## src/rtl/wb_timer.sv

```systemverilog
// Wishbone timer: 64-bit prescaled mtime, 64-bit mtimecmp, level irq when mtime >= mtimecmp.
// Latency: registered ack one cycle after a request, irq one cycle after the compare condition.
// Backpressure: none; every request is acked without wait states, so a held strobe gets every other cycle.
module wb_timer #(
  parameter int WB_DATA_WIDTH = 32,
  parameter int WB_ADDR_WIDTH = 32,
  parameter int WB_SEL_WIDTH  = 4
) (
  input  logic                     clk_i,
  input  logic                     rst_n_i,
  input  logic [WB_ADDR_WIDTH-1:0] wb_addr_i,
  input  logic [WB_DATA_WIDTH-1:0] wb_data_i,
  input  logic                     wb_we_i,
  input  logic [WB_SEL_WIDTH-1:0]  wb_sel_i,
  input  logic                     wb_stb_i,
  input  logic                     wb_cyc_i,
  output logic                     wb_ack_o,
  output logic [WB_DATA_WIDTH-1:0] wb_data_o,
  output logic                     irq_o
);

  localparam logic [2:0] A_MTIME_LO    = 3'd0;
  localparam logic [2:0] A_MTIME_HI    = 3'd1;
  localparam logic [2:0] A_MTIMECMP_LO = 3'd2;
  localparam logic [2:0] A_MTIMECMP_HI = 3'd3;
  localparam logic [2:0] A_CTRL        = 3'd4;
  localparam logic [2:0] A_PRESCALE    = 3'd5;

  logic [63:0] mtime;
  logic [63:0] mtime_nxt;
  logic [63:0] mtimecmp;
  logic [31:0] prescale;
  logic [31:0] pre_cnt;
  logic [31:0] hi_shadow;
  logic [1:0]  ctrl;
  logic [31:0] rdata;

  logic       req;
  logic       wr;
  logic       rd;
  logic       tick;
  logic [2:0] reg_idx;
  logic       unused_addr;

  assign reg_idx     = wb_addr_i[4:2];
  assign unused_addr = ^{wb_addr_i[WB_ADDR_WIDTH-1:5], wb_addr_i[1:0]};

  assign req  = wb_cyc_i & wb_stb_i & ~wb_ack_o;
  assign wr   = req & wb_we_i;
  assign rd   = req & ~wb_we_i;
  assign tick = ctrl[0] & (pre_cnt == prescale);

  function automatic logic [31:0] merge(input logic [31:0] old_v,
                                        input logic [31:0] new_v,
                                        input logic [3:0]  sel);
    logic [31:0] r;
    r = old_v;
    for (int b = 0; b < 4; b++) begin
      if (sel[b]) r[8*b +: 8] = new_v[8*b +: 8];
    end
    return r;
  endfunction

  // A write to either mtime half replaces that cycle's increment, so no carry is applied.
  always_comb begin
    mtime_nxt = mtime;
    if (wr && (reg_idx == A_MTIME_LO || reg_idx == A_MTIME_HI)) begin
      if (reg_idx == A_MTIME_LO) mtime_nxt[31:0]  = merge(mtime[31:0], wb_data_i, wb_sel_i);
      else                       mtime_nxt[63:32] = merge(mtime[63:32], wb_data_i, wb_sel_i);
    end else if (tick) begin
      mtime_nxt = mtime + 64'd1;
    end
  end

  always_comb begin
    rdata = 32'd0;
    case (reg_idx)
      A_MTIME_LO:    rdata = mtime[31:0];
      A_MTIME_HI:    rdata = hi_shadow;
      A_MTIMECMP_LO: rdata = mtimecmp[31:0];
      A_MTIMECMP_HI: rdata = mtimecmp[63:32];
      A_CTRL:        rdata = {30'd0, ctrl};
      A_PRESCALE:    rdata = prescale;
      default:       rdata = 32'd0;
    endcase
  end

  always_ff @(posedge clk_i or negedge rst_n_i) begin
    if (!rst_n_i) begin
      wb_ack_o  <= 1'b0;
      wb_data_o <= '0;
      irq_o     <= 1'b0;
      mtime     <= 64'd0;
      mtimecmp  <= 64'hFFFF_FFFF_FFFF_FFFF;
      ctrl      <= 2'd0;
      prescale  <= 32'd0;
      pre_cnt   <= 32'd0;
      hi_shadow <= 32'd0;
    end else begin
      wb_ack_o <= req;
      mtime    <= mtime_nxt;
      irq_o    <= ctrl[1] & (mtime >= mtimecmp);

      if (rd) begin
        wb_data_o <= rdata;
        // Snapshot the upper half so a following HI read pairs with this LO read.
        if (reg_idx == A_MTIME_LO) hi_shadow <= mtime[63:32];
      end

      if (wr && reg_idx == A_PRESCALE) pre_cnt <= 32'd0;
      else if (ctrl[0])                pre_cnt <= tick ? 32'd0 : pre_cnt + 32'd1;

      if (wr) begin
        case (reg_idx)
          A_MTIMECMP_LO: mtimecmp[31:0]  <= merge(mtimecmp[31:0], wb_data_i, wb_sel_i);
          A_MTIMECMP_HI: mtimecmp[63:32] <= merge(mtimecmp[63:32], wb_data_i, wb_sel_i);
          A_CTRL:        if (wb_sel_i[0]) ctrl <= wb_data_i[1:0];
          A_PRESCALE:    prescale <= merge(prescale, wb_data_i, wb_sel_i);
          default:       ;
        endcase
      end
    end
  end

endmodule

```

## config.mk

```make
export PLATFORM = sky130hd
export DESIGN_NAME = wb_timer
export DESIGN_NICKNAME = d
export VERILOG_FILES = /design/src/rtl/wb_timer.sv
export SDC_FILE = /design/constraint.sdc
export NUM_CORES = 1
export LEC_CHECK = 0
export ABC_CLOCK_PERIOD_IN_PS = 3010
export BUFFER_PORTS_ARGS = -buffer_cell sky130_fd_sc_hd__buf_2
export CAP_MARGIN = 20
export CORE_ASPECT_RATIO = 1.25
export CORE_MARGIN = 1.5
export CORE_UTILIZATION = 30
export DETAILED_ROUTE_END_ITERATION = 10
export PLACE_DENSITY = 0.54
export REMOVE_ABC_BUFFERS = 1
export SYNTH_ARGS = -nofsm -noshare
export SYNTH_HDL_FRONTEND = slang
export SYNTH_SLANG_ARGS = --single-unit
export TNS_END_PERCENT = 30
```

## constraint.sdc

```tcl
create_clock -name clk_i -period 3.01 [get_ports clk_i]
set_input_delay 0.301 -clock clk_i [delete_from_list [all_inputs] [get_ports clk_i]]
set_output_delay 0.301 -clock clk_i [all_outputs]
set_load 0.02 [all_outputs]
```

==> impl_metrics.toml, run 1 <==
[finish]
post-route-util_pct = 35.2
area_growth_syn_to_layout_pct = 15.9
fin_area_um2 = 17700
final_cell_mix = "dfrtp_1, mux2_2, nand2_1, nor2_1, a21oi_1"
layout_commonest_cell = "dfrtp_1"
num-nets-final = 1783
drive_above_1_share_pct = 25.4
final_cells = 2327

[place]
place_inst = 2267
port_buffers = 77
placed_area_um2 = 16700
dp_hpwl_mm = 38.9
place.gp.congestion = 0.895

[sta]
finalHoldViolations = 0
clock_skew_ns = 0.0236
min_period_ns = 2.79
worst_slew_pin_slew_ns = 0.925
finalCritPeriodShare_pct = 92.7
rsz0062_at_grt = "no"
setup_violations = 0
max_clock_freq_ghz = 0.358
drv_slew = 0
relSlewSlack_pct = 38.1

[floorplan]
start_util_pct = 30.3
ios = 107
die_area_um2 = 52300
core_area_um2 = 50400
die_x_um = 205
chipHeight_um = 255
std_cell_rows = 92

[drt]
drtPass1Iterations = 5
drtIter0Drc = 817
wl_per_cell_um = 22.4
drc = 0
vias = 12800
drt_wl_total_mm = 52.2
ant_nets = 0
via_per_inst = 5.51

[clock_tree]
cts_inserted_buffers = 30
cts_buffer_depth = 3
clk_pin_slew_worst_paths_ns = 0.06
clk_latency_ns = 0.59
post_cts_buffers = 0
root_buffer = "clkbuf_16"
cts_tree = "built"
htree_levels = 1
cts_sinks = 260

[power]
power_density_nw_per_um2 = 545
finalPower_mw = 9.67
cellLeakagePower_nw = 7.55
vdd_ir_drop_max_mv = 0.420

[setup_path]
crit_slowest_cell = "a2111oi_0"
cp_common_cell = "a21o_1"
cp_slowest_stage_delay_ns = 0.71
path_buf_inv = 2
cp.arrival_ns = 3.25
critPathMaxFanout = 2
startpoint_type = "flip-flop"
critPathRequiredTime_ns = 3.47
crit_chain = "inv_1 > ha_1 > a21o_1 > a21o_1 > a21oi_1 > o21ai_0 > a2111oi_0 > buf_4 > a211o_1 > nand2_1"
criticalPathCategory = "reg -> reg"
end_kind = "flip-flop"
critical_path.top_delay_family = "compound AO/OA/AOI/OAI gates"

[yosys]
synth_ff_type = "dfrtp_1"
synth_edf_count = 0
syn_avg_cell_area_um2 = 9.87
synthArstFlopShare_pct = 100
synthDistinctLibCells = 85
ys_ff_latch = 260
netlist_instances = 1549
seq_area_frac_synth_pct = 43.1
synthesis.area_um2 = 15300
yosysWarnings = 0

[outcome]
outcome = "complete, no violations"

[global_routing]
grt_pass1_wl_mm = 79.6
track_usage_pct = 19.9
antenna_found_initial = 2
grt_max_degree = 100
grt_pass1_vias = 12900
overflow = 0

[hold_path]
hold_class = "in -> reg"

[job]
cap_violations = 0
-- repair_timing --
item,CTS,global route
hold buffers,3,0
setup endpoints to repair,0,0
hold endpoints to repair,51,0
resized for setup,0,0
-- state kept, by name, summed over array words and instances (netlist names) --
name       count
prescale      32
irq_o          1
ctrl           2
hi_shadow     32
mtime         64
wb_data_o     32
mtimecmp      64
wb_ack_o       1
pre_cnt       32
-- path summary, 6_finish.rpt --
kind,from,to,slack (ns),cells past startpoint
min in group asynchronous,rst_n_i,wb_data_o[30],0.26,2
worst max-delay path,mtimecmp[29],irq_o,0.22,10
worst min-delay path,wb_data_i[9],mtimecmp[9],0.03,2
worst min register to register,wb_data_o[29],wb_data_o[29],0.48,1
max in group asynchronous,rst_n_i,mtimecmp[3],1.79,3
worst max register to register,mtimecmp[29],irq_o,0.22,10
-- through the flow --
| step | hold slack, ns | worst slack, ns | TNS (ns) |
|---|---|---|---|
| 6_report | 0.0266 | 0.219 | 0 |
| 5_1_grt | 0.0320 | 0.113 | 0 |
| 3_3_place_gp | 0.310 | 0.236 | 0 |
| 2_1_floorplan | 0.00541 | -3.39 | -268.22 |
| 4_1_cts | 0.00856 | 0.198 | 0 |
| 3_5_place_dp | 0.316 | 0.217 | 0 |
-- power breakdown --
part           internal [mW]  switching, mW
logic                  0.723           1.00
registers               3.91          0.361
clock network           2.09           1.58
total                   6.73           2.94
-- layer usage --
| metal | global-route usage, % | part of all wire (%) | up-vias |
|---|---|---|---|
| met1 | 24.9 | 41 | 6446 |
| met4 | 8.17 | 4.1 | 0 |
| met2 | 34.1 | 49 | 365 |
| li1 | - | - | 5905 |
| met5 | 0 | 0 | - |
| met3 | 2.63 | 5.1 | 103 |
-- synth_stat cells (all sizes together), types with 50 or more instances --
library cell | n | area (um^2)
clkbuf | 52 | 196
dfstp | 64 | 1680
nand4 | 50 | 362
o21ai | 79 | 399
a21oi | 100 | 500
ha | 66 | 826
nor2 | 113 | 442
nand3 | 57 | 290
inv | 82 | 308
dfrtp | 196 | 4900
nand2 | 125 | 482
mux2 | 124 | 1400
-- cell families after synthesis --
kind of cell | Yosys count | share of synthesized area (%)
fa+ha+maj | 66 | 5.40
buf+inv | 164 | 4.33
flops | 260 | 43.1
mux | 141 | 11.2
compound gates | 398 | 17.0
xor+xnor | 51 | 2.92
simple gates | 469 | 16.0
-- final cells by class --
class / instances / area (um^2)
Tap cell: 658 / 823
Multi-Input combinational cell: 1125 / 8060
Timing Repair Buffer: 144 / 968
Clock inverter: 13 / 98.8
Fill cell: 5169 / 32700
Antenna cell: 1 / 2.50
Clock buffer: 43 / 871
Sequential cell: 260 / 6590
Inverter: 83 / 312
(Power assumes the default switching activity.)
==> run 2, diff against run 1 <==
Settings changed: CORE_ASPECT_RATIO 1.25 to 1.2.
==> impl_metrics.toml, run 2 (synthesis results as in run 1) <==
[outcome]
outcome = "complete, no violations"

[drt]
wl_per_cell_um = 22.4
drc = 0
drtPass1Iterations = 5
vias = 12800
drt_wl_total_mm = 51.8
via_per_inst = 5.53
ant_nets = 0
drtIter0Drc = 867

[floorplan]
die_x_um = 209
die_area_um2 = 52300
std_cell_rows = 90
core_area_um2 = 50300
chipHeight_um = 250
ios = 107
start_util_pct = 30.4

[sta]
relSlewSlack_pct = 43.8
clock_skew_ns = 0.0233
setup_violations = 0
min_period_ns = 2.74
drv_slew = 0
layout_setup_ws_ns = 0.270
worst_slew_pin_slew_ns = 0.839
finalHoldViolations = 0
rsz0062_at_grt = "no"
finalSetupTns_ns = 0
finalCritPeriodShare_pct = 91.0
max_clock_freq_ghz = 0.365

[finish]
antenna_cells = 0
seq_area_um2 = 6590
final_cell_mix = "dfrtp_1, mux2_2, nand2_1, nor2_1, a21oi_1"
layout_commonest_cell = "dfrtp_1"
drive_above_1_share_pct = 25.4
reg.largest.list = "mtime x64, mtimecmp x64"
nFillCells = 5042
num-nets-final = 1780
area_growth_syn_to_layout_pct = 16.7
multi_input_area_um2 = 8060

[power]
cellLeakagePower_nw = 7.61
clock_power_share_pct = 40.6
power_density_nw_per_um2 = 565
vdd_ir_drop_max_mv = 0.296
p_sw_share_pct = 29.2
pwr-share-comb_pct = 17.0
seq_power_share_pct = 42.4
p_sw_mw = 2.95
power.internal_mw = 7.13

[clock_tree]
cts_resized = 0
htree_levels = 2
cts_buffer_depth = 3
ctsHoldBuffers = 1
clk_pin_slew_worst_paths_ns = 0.05
post_cts_buffers = 0
cts_inserted_buffers = 34
root_buffer = "clkbuf_16"
cts_tree = "built"
clk_latency_ns = 0.54
cts_sinks = 260

[setup_path]
reg2reg_depth = 8
crit_end = "mtime[20]"
startpoint_type = "flip-flop"
crit-reg2reg-capture = "mtime[20]"
crit_start = "prescale[7]"
cp.arrival_ns = 3.21
crit_slowest_cell = "dfrtp_1"
crit_chain = "xnor2_1 > o2111ai_1 > nor4_4 > nand4_4 > buf_4 > o21ai_1 > o21a_1 > o22a_1"
cp_slowest_stage_delay_ns = 0.40
criticalPathCategory = "reg -> reg"
rrSetupSlack_ns = 0.27
critPathRequiredTime_ns = 3.48
end_kind = "flip-flop"
reg2reg_from = "prescale[7]"
critPathMaxFanout = 17

[global_routing]
track_usage_pct = 19.8
grt_pass1_vias = 12800
grt_pass1_wl_mm = 79.3
grt_max_degree = 100
overflow = 0
antenna_found_initial = 2

[place]
port_buffers = 77
dp_hpwl_mm = 37.8
place.gp.congestion = 0.888
dp_slack_ns = 0.297

[job]
cap_violations = 0

[hold_path]
hold_class = "in -> reg"
holdPathStages = 3
## run 2: cell types whose count changed in the layout (fill, tap and decap cells not counted), sizes merged
cell	previous run	this run
clkinvlp	1	0
clkbuf	43	56
diode	1	0
buf	141	136
bufinv	1	0
dlygate4sd3	3	1
inv	83	82
clkinv	11	7
## run 2: how the worst min path moves through the flow
stage	end	from	slack, ns
floorplan	ctrl[0]	rst_n_i	0.005
global placement	prescale[27]	rst_n_i	0.22
detailed placement	prescale[27]	rst_n_i	0.23
CTS	wb_ack_o	wb_stb_i	0.04
global route	wb_ack_o	wb_stb_i	0.08
finish	wb_ack_o	wb_stb_i	0.05
## run 2: area by class of cell
cell class | instances | area share, %
multi-input combinational | 1125 | 45.2
sequential | 260 | 36.9
clock buffer | 56 | 6.21
timing repair buffer | 137 | 5.25
tap | 644 | 4.52
inverter | 83 | 1.75
clock inverter | 6 | 0.168
## run 2: critical path: cells and delay by family (launching register included)
| kind | cells | cell delay (ns) |
|---|---|---|
| and+or+nand+nor | 2 | 0.73 |
| DFF | 1 | 0.40 |
| xor gates and xnor gates | 1 | 0.34 |
| buffers and inverters | 1 | 0.32 |
| AOI/OAI and AO/OA | 4 | 0.88 |
## run 2: routing by layer
layer | GRT usage, % | wire length (um) | vias up
li1 | - | - | 5893
met4 | 8.43 | 2130 | 4
met2 | 33.7 | 25100 | 380
met5 | 0 | 26 | -
met3 | 3.17 | 2750 | 108
met1 | 24.9 | 21700 | 6391
## run 2: metrics by stage
| stage | instance area (um^2) | std cells | utilization, % | hold slack (ns) | power [mW] |
|---|---|---|---|---|---|
| after floorplan | 14900 | 1468 | - | 0.00541 | 5.25 |
| after global placement | 16700 | 2248 | 33.2 | 0.222 | 6.01 |
| after detailed placement | 16700 | 2248 | 33.2 | 0.227 | 6.05 |
| after CTS | 17800 | 2311 | 35.4 | 0.0393 | 10.2 |
| after global routing | 17800 | 2311 | 35.4 | 0.0781 | 10.5 |
| final | 17800 | 2311 | 35.4 | 0.0549 | 10.1 |
## run 2: power by group through the flow
| stage | Clock [mW] | Combinational (mW) | Sequential, mW |
|---|---|---|---|
| 6_report | 4.09 | 1.71 | 4.27 |
| 2_1_floorplan | 0 | 0.949 | 4.30 |
| 3_5_place_dp | 0 | 1.72 | 4.32 |
| 5_1_grt | 4.34 | 1.89 | 4.32 |
| 3_3_place_gp | 0 | 1.70 | 4.31 |
| 4_1_cts | 4.19 | 1.73 | 4.27 |
==> run 3, diff against run 2 <==
Settings changed: CORE_ASPECT_RATIO 1.2 to 0.5, CTS_BUF_LIST set to sky130_fd_sc_hd__clkbuf_4.
==> impl_metrics.toml, run 3 (synthesis results as in run 1) <==
[outcome]
outcome = "complete, no violations"

[power]
pwr-share-comb_pct = 17.9
power_density_nw_per_um2 = 533
seq_power_share_pct = 44.0
vdd_ir_drop_max_mv = 0.257
finalPower_mw = 9.74
p_sw_share_pct = 30.6
clock_power_share_pct = 38.1
power.internal_mw = 6.76
cellLeakagePower_nw = 7.88
p_sw_mw = 2.98

[sta]
drv_slew = 0
max_clock_freq_ghz = 0.372
rsz0062_at_grt = "no"
clock_skew_ns = 0.0495
finalSetupTns_ns = 0
relSlewSlack_pct = 56.2
setup_violations = 0
worst_slew_pin_slew_ns = 0.657
layout_setup_ws_ns = 0.320
min_period_ns = 2.69
finalCritPeriodShare_pct = 89.4
finalHoldViolations = 0

[floorplan]
die_x_um = 322
core_area_um2 = 50300
die_area_um2 = 52400
std_cell_rows = 58
start_util_pct = 30.4
ios = 107
chipHeight_um = 163

[finish]
fin_area_um2 = 18300
drive_above_1_share_pct = 28.6
final_cell_mix = "dfrtp_1, mux2_2, clkbuf_4, nand2_1, nor2_1"
num-nets-final = 1866
reg.largest.list = "mtime x64, mtimecmp x64"
nFillCells = 5086
final_cells = 2482
layout_commonest_cell = "dfrtp_1"
area_growth_syn_to_layout_pct = 19.6
seq_area_um2 = 6590
multi_input_area_um2 = 8070

[clock_tree]
post_cts_buffers = 0
cts_tree = "built"
cts_buffer_depth = 3
cts_inserted_buffers = 73
cts_resized = 0
clk_pin_slew_worst_paths_ns = 0.07
htree_levels = 3
clk_latency_ns = 0.77
ctsHoldBuffers = 38
root_buffer = "clkbuf_4"
cts_sinks = 260

[global_routing]
grt_pass1_wl_mm = 79.4
overflow = 0
track_usage_pct = 20.0
grt_max_degree = 100
antenna_found_initial = 1
grt_pass1_vias = 12800

[place]
placed_area_um2 = 16800
dp_slack_ns = 0.350
place_inst = 2304
dp_hpwl_mm = 37.0
place.gp.congestion = 0.887
port_buffers = 77

[drt]
drtPass1Iterations = 5
via_per_inst = 5.33
drtIter0Drc = 1025
wl_per_cell_um = 20.9
drc = 0
ant_nets = 0
drt_wl_total_mm = 51.8
vias = 13200

[setup_path]
cp.arrival_ns = 3.35
startpoint_type = "flip-flop"
criticalPathCategory = "reg -> reg"
critPathRequiredTime_ns = 3.67
end_kind = "flip-flop"
critPathMaxFanout = 13

[job]
cap_violations = 0

[hold_path]
hold_class = "in -> reg"
## run 3: path summary, 6_finish.rpt
path / cells past startpoint / endpoint / slack [ns] / startpoint
hold / removal: 5 / mtime[56] / 0.07 / wb_sel_i[3]
setup reg to reg: 8 / mtime[50] / 0.32 / prescale[20]
min in group asynchronous: 2 / wb_data_o[14] / 0.13 / rst_n_i
setup / recovery: 8 / mtime[50] / 0.32 / prescale[20]
max in group asynchronous: 3 / mtimecmp[34] / 2.07 / rst_n_i
hold reg to reg: 1 / wb_data_o[21] / 0.48 / wb_data_o[21]
## run 3: per-layer routing
layer  GRT usage [%]  routed length [um]  share of wire, %
met1            28.4               24200                47
met2            30.7               23200                45
met3            3.72                3120               6.0
met4            6.17                1230               2.4
met5               0                   0                 0
## run 3: final cells by class
class	count	area share, %
Sequential cell	260	36.0
Tap cell	690	4.72
Clock inverter	13	0.712
Clock buffer	123	5.05
Antenna cell	4	0.0547
Multi-Input combinational cell	1125	44.1
Inverter	83	1.70
Timing Repair Buffer	184	7.62
## run 3: power by group through the flow
| stage | registers [mW] | clock network, mW | logic, mW |
|---|---|---|---|
| 6_report | 4.28 | 3.71 | 1.74 |
| 5_1_grt | 4.33 | 4.01 | 1.93 |
| 4_1_cts | 4.27 | 3.81 | 1.75 |
| 3_5_place_dp | 4.33 | 0 | 1.71 |
| 3_3_place_gp | 4.33 | 0 | 1.68 |
| 2_1_floorplan | 4.30 | 0 | 0.949 |
## run 3: per-stage QoR
| step | hold WS [ns] | util [%] |
|---|---|---|
| final | 0.0723 | 36.4 |
| after global routing | 0.0442 | 36.4 |
| after CTS | 0.0164 | 36.3 |
| after detailed placement | 0.352 | 33.5 |
| after global placement | 0.344 | 33.5 |
| after floorplan | 0.00541 | - |
## run 3: worst max-delay path, cell delays in order (launching register included)
cell	delay, ns
dfrtp_1	0.51
xnor2_1	0.32
o2111ai_1	0.20
nor4_4	0.30
nand4_4	0.33
buf_4	0.31
nand2b_1	0.30
a21oi_1	0.11
a211oi_1	0.20
